### config.mk
export PLATFORM = sky130hd
export DESIGN_NAME = line_clear_engine
export DESIGN_NICKNAME = d
export VERILOG_FILES = /design/src/rtl/line_clear_engine.sv
export SDC_FILE = /design/constraint.sdc
export NUM_CORES = 2
export LEC_CHECK = 0
export ABC_CLOCK_PERIOD_IN_PS = 15160
export CAP_MARGIN = 40
export CORE_AREA = 2 2 359 361
export CTS_CLUSTER_SIZE = 25
export DETAILED_ROUTE_END_ITERATION = 8
export DIE_AREA = 0 0 361 363
export PLACE_DENSITY = 0.72
export SYNTH_ARGS = -nofsm -noshare
export SYNTH_HDL_FRONTEND = slang
export SYNTH_SLANG_ARGS = --single-unit
### constraint.sdc
create_clock -name clk -period 15.16 [get_ports clk]
set_clock_uncertainty 0.05 [all_clocks]
set_input_delay 3.032 -clock clk [delete_from_list [all_inputs] [get_ports clk]]
set_output_delay 3.032 -clock clk [all_outputs]
set_load 0.005 [all_outputs]
### src/rtl/line_clear_engine.sv
// Sequential line-clear stage: latches a WIDTH x HEIGHT occupancy field, scans it
// bottom to top one row per cycle, drops full rows and compacts the rest downward.
module line_clear_engine #(
    parameter int WIDTH      = 20,
    parameter int HEIGHT     = 20,
    parameter int SCORE_MODE = 0,
    parameter int SCORE_W    = 16,
    localparam int CW        = $clog2(HEIGHT + 1)
) (
    input  logic                      clk,
    input  logic                      resetn,
    input  logic                      start,
    input  logic [0:WIDTH*HEIGHT-1]   field_in,
    input  logic                      score_clr,
    output logic                      busy,
    output logic                      done,
    output logic [0:WIDTH*HEIGHT-1]   field_out,
    output logic [CW-1:0]             lines_cleared,
    output logic [0:HEIGHT-1]         cleared_rows,
    output logic [SCORE_W-1:0]        score,
    output logic [1:0]                state_dbg
);

    // Handshake: start is taken only in IDLE (including the cycle done is high);
    // done is a one-cycle pulse and the result outputs hold until the next accepted start.

    localparam int RW = (HEIGHT > 1) ? $clog2(HEIGHT) : 1;
    localparam logic [RW-1:0] LAST_ROW = RW'(HEIGHT - 1);

    typedef enum logic [1:0] {
        IDLE   = 2'd0,
        SCAN   = 2'd1,
        FINISH = 2'd2
    } state_t;

    state_t             state;
    logic [WIDTH-1:0]   src  [HEIGHT];
    logic [WIDTH-1:0]   work [HEIGHT];
    logic [RW-1:0]      rd;
    logic [RW-1:0]      wr;
    logic [CW-1:0]      count;
    logic [0:HEIGHT-1]  mask;

    logic [SCORE_W-1:0] points;
    logic [SCORE_W:0]   sum;
    logic [SCORE_W-1:0] score_next;

    assign state_dbg = state;

    // One extra carry bit lets the accumulator saturate instead of wrapping.
    always_comb begin
        if (SCORE_MODE == 1) begin
            points = SCORE_W'(count) * SCORE_W'(count);
        end else begin
            points = SCORE_W'(count);
        end
        sum        = {1'b0, score} + {1'b0, points};
        score_next = sum[SCORE_W] ? '1 : sum[SCORE_W-1:0];
    end

    always_ff @(posedge clk) begin
        if (!resetn) begin
            state         <= IDLE;
            busy          <= 1'b0;
            done          <= 1'b0;
            field_out     <= '0;
            lines_cleared <= '0;
            cleared_rows  <= '0;
            score         <= '0;
            rd            <= '0;
            wr            <= '0;
            count         <= '0;
            mask          <= '0;
            for (int r = 0; r < HEIGHT; r++) begin
                src[r]  <= '0;
                work[r] <= '0;
            end
        end else begin
            done <= 1'b0;

            if (score_clr) begin
                score <= '0;
            end else if (state == FINISH) begin
                score <= score_next;
            end

            case (state)
                IDLE: begin
                    if (start) begin
                        for (int r = 0; r < HEIGHT; r++) begin
                            src[r]  <= field_in[r*WIDTH +: WIDTH];
                            work[r] <= '0;
                        end
                        rd    <= LAST_ROW;
                        wr    <= LAST_ROW;
                        count <= '0;
                        mask  <= '0;
                        busy  <= 1'b1;
                        state <= SCAN;
                    end
                end

                SCAN: begin
                    // Rows never written here stay zero and become the refilled top.
                    if (&src[rd]) begin
                        mask[rd] <= 1'b1;
                        count    <= count + 1'b1;
                    end else begin
                        work[wr] <= src[rd];
                        wr       <= wr - 1'b1;
                    end
                    if (rd == '0) begin
                        state <= FINISH;
                    end else begin
                        rd <= rd - 1'b1;
                    end
                end

                FINISH: begin
                    for (int r = 0; r < HEIGHT; r++) begin
                        field_out[r*WIDTH +: WIDTH] <= work[r];
                    end
                    lines_cleared <= count;
                    cleared_rows  <= mask;
                    done          <= 1'b1;
                    busy          <= 1'b0;
                    state         <= IDLE;
                end

                default: state <= IDLE;
            endcase
        end
    end

endmodule

==> metrics.cfg <==
[run_status]
status=finished, final reports clean

[worst_setup_path]
cp_top_family=simple AND/OR/NAND/NOR gates
required_ps=15470
cp_slowest_cell=nand2_1
end_kind=flip-flop
startpoint_type=input port
cp_max_fo=191
critical_path_arrival_ps=7460
critPathMaxStageDelay_ps=890
cp.buffers_inverters=3
crit_type=in2reg
crit_chain=buf_8, buf_4, inv_6, nor2_1, and4_1, nand3_1, nand2_1

[power_and_ir_drop]
power_switching_mw=2.26
switching_share_pct=26.6
clock_power_share_pct=38.7
powerDensity_nw_per_um2=131
power_frac_seq_pct=47.6
ir_drop_mv=0.0962
p_comb_share_pct=13.7
p_int_mw=6.24
leakage_nw=23.6

[floorplanning]
core-area_sq_um=127000
rows=131
fp.dieW_um=361
start_util_pct=39.8
pin_count=849
die_y_um=363
die_area_sq_um=131000

[synth]
synth_compound_area_share_pct=7.27
synth_commonest_cells=nand2_1, edfxtp_1, dfxtp_1, nor2_1, and3_1
syn-num-nets=4741
synth_top_family_by_area=simple AND/OR/NAND/NOR gates
synthCells=4322
async_reset_ff_share_pct=0
yosys.area_share.simple_pct=17.0
synth_top_area_share_pct=47.5
netlist_area_sq_um=50600
yosysMostFrequentCell=nand2_1
ys_seq_elements=1285
synthAdderAreaFrac_pct=0.386
synthTopCellsByArea=edfxtp_1, dfxtp_1, nand2_1
synthXorXnorAreaFrac_pct=0.225
synth.area.mux_share_pct=5.14
yosys.area.top_type=edfxtp_1
ys.flop_type=edfxtp_1
synth_area_per_cell_sq_um=11.7
yosys_warnings=0
synth_edf_count=800
yosysSeqAreaShare_pct=66.7
yosysUniqueCellTypes=73

[sta]
rsz0062_at_grt=no
hold_viol_final=0
tightest_slew_ps=1180
finalCritPeriodShare_pct=47.1
slew_viol_final=0
final.min_clock_period_ps=7140
fin_tns_setup_ps=0
fmax_mhz=140
final-setup-viol-count=0
relSlewSlack_pct=21.5

[placed_design]
gp_congestion=0.848
dp_cells=6535
post_dp_cell_area_sq_um=60600
hpwl_um=116000
numPortBuffers=848

[cts]
cts_buffers=134
clock-sinks=1285
cts-hold-fix-buffers=0
ctsHtreeMaxLevel=4
clock-root-buffer=clkbuf_16
cts_tree=built
clk_latency_ps=740
clockBufferDepth=3
clk_pin_slew_ps=60
ctsResizeCount=0
post-cts-setup-buffers=0

[global_routing]
grt_max_degree=207
grtUsageTotal_pct=24.5
grt_pass1_vias=34400
grt-ovfl-total=0
grt_pass1_wl_um=234000
antenna_found_initial=26

[finish]
stdcell_area_sq_um=65000
layout.cells.non_filler=6783
fin_nets=5429
area_delta_synth_final_pct=28.5
drive_gt1_share_pct=7.75

[detailed_routing]
drt_pre_antenna_iters=6
wl_um=166000
drt_first_iter_violations=3667
drt-wirelength-per-cell_um=24.4
dr_total_vias=36000
antenna_left=0
viasPerCell=5.31
drc=0

[flow_run]
cap_violations=0

[hold_path]
holdCritPathClass=reg2reg

## path summary, 6_finish.rpt
path / start / end / slack (ps) / cells past startpoint
worst min register to register: lines_cleared[2] / lines_cleared[2] / 400 / 2
worst max-delay path: resetn / work[19][0] / 8020 / 7
worst min-delay path: lines_cleared[2] / lines_cleared[2] / 400 / 2
worst max register to register: flip-flop / work[9][0] / 9060 / 13
## layer usage
layer	global-route usage (%)	share of wire [%]	vias up
li1	-	-	16400
met1	30.2	38	17500
met2	42.2	50	1754
met3	5.20	8.3	306
met4	9.38	3.9	24
met5	0	0.10	-
## kinds of logic (layout without fill, tap and decap cells)
group	count (synthesis)	in the layout
simple gates	1931	1931
flops	1285	1285
mux	141	141
other cells	0	1
buf+inv	382	1180
fa+ha+maj	15	15
compound gates	555	555
xor+xnor	13	13
## tightest hold or removal path, cell delays in order (launching register included)
cell     delay (ps)
dfxtp_1         310
nand2_1          50
a21oi_1          50
## cell usage in the layout, fill, tap and decap left out, types with 5 or more instances in the layout
cell | Yosys | layout
nor2b_1 | 7 | 6
a211oi_1 | 11 | 11
mux2_2 | 11 | 11
and2_1 | 49 | 48
and3_1 | 366 | 366
a21boi_0 | 269 | 269
nand2_1 | 957 | 956
nor2_1 | 434 | 430
clkbuf_8 | 0 | 12
buf_8 | 2 | 6
edfxtp_1 | 800 | 800
clkbuf_16 | 0 | 138
ha_1 | 14 | 14
bufinv_16 | 0 | 8
clkbuf_1 | 286 | 50
buf_12 | 6 | 10
dfxtp_1 | 485 | 480
clkdlybuf4s50_1 | 0 | 847
o21a_1 | 10 | 6
mux2i_4 | 0 | 6
mux4_2 | 85 | 85
xor2_1 | 8 | 8
clkinv_2 | 0 | 10
nand3_1 | 46 | 45
buf_4 | 12 | 45
a21oi_1 | 187 | 183
mux4_1 | 7 | 7
nor4_1 | 10 | 10
nor3_1 | 10 | 10
xnor2_1 | 5 | 5
nand2b_1 | 14 | 13
nand4_1 | 20 | 20
o21ai_0 | 28 | 27
buf_16 | 0 | 8
mux2i_1 | 38 | 32
inv_1 | 16 | 14
clkinv_1 | 0 | 11
## metrics by stage
| stage | setup WS, ps | util (%) | total power [mW] | hold WS [ps] |
|---|---|---|---|---|
| after floorplan | 2810 | - | 4.66 | 370 |
| after global placement | 7390 | 47.4 | 5.24 | 391 |
| after detailed placement | 7260 | 47.7 | 5.29 | 396 |
| after CTS | 8060 | 51.2 | 8.56 | 404 |
| after global routing | 7600 | 51.2 | 8.75 | 416 |
| final | 8020 | 51.2 | 8.50 | 404 |
## power by group through the flow
stage / clock network (mW) / logic, mW / registers, mW
CTS: 3.34 / 1.17 / 4.05
global placement: 0 / 1.11 / 4.13
detailed placement: 0 / 1.17 / 4.12
global route: 3.47 / 1.22 / 4.07
finish: 3.29 / 1.16 / 4.05
floorplan: 0 / 0.568 / 4.10
## layout make-up
class / instances / area, sq um
antenna: 1 / 2.50
clock buffer: 201 / 3810
clock inverter: 45 / 577
fill: 10800 / 62000
inverter: 17 / 76.3
multi-input combinational: 2655 / 15400
sequential: 1285 / 33700
tap: 1662 / 2080
timing repair buffer: 917 / 9330
## state kept, by name, indices dropped and copies added (netlist names), named ones only
name	flops
field_out	400
src	400
work	400
cleared_rows	20
mask	20
score	16
count	5
lines_cleared	5
rd	5
wr	5
state_dbg	2
busy	1
done	1
No activity file was read; power rests on OpenSTA's default activity.
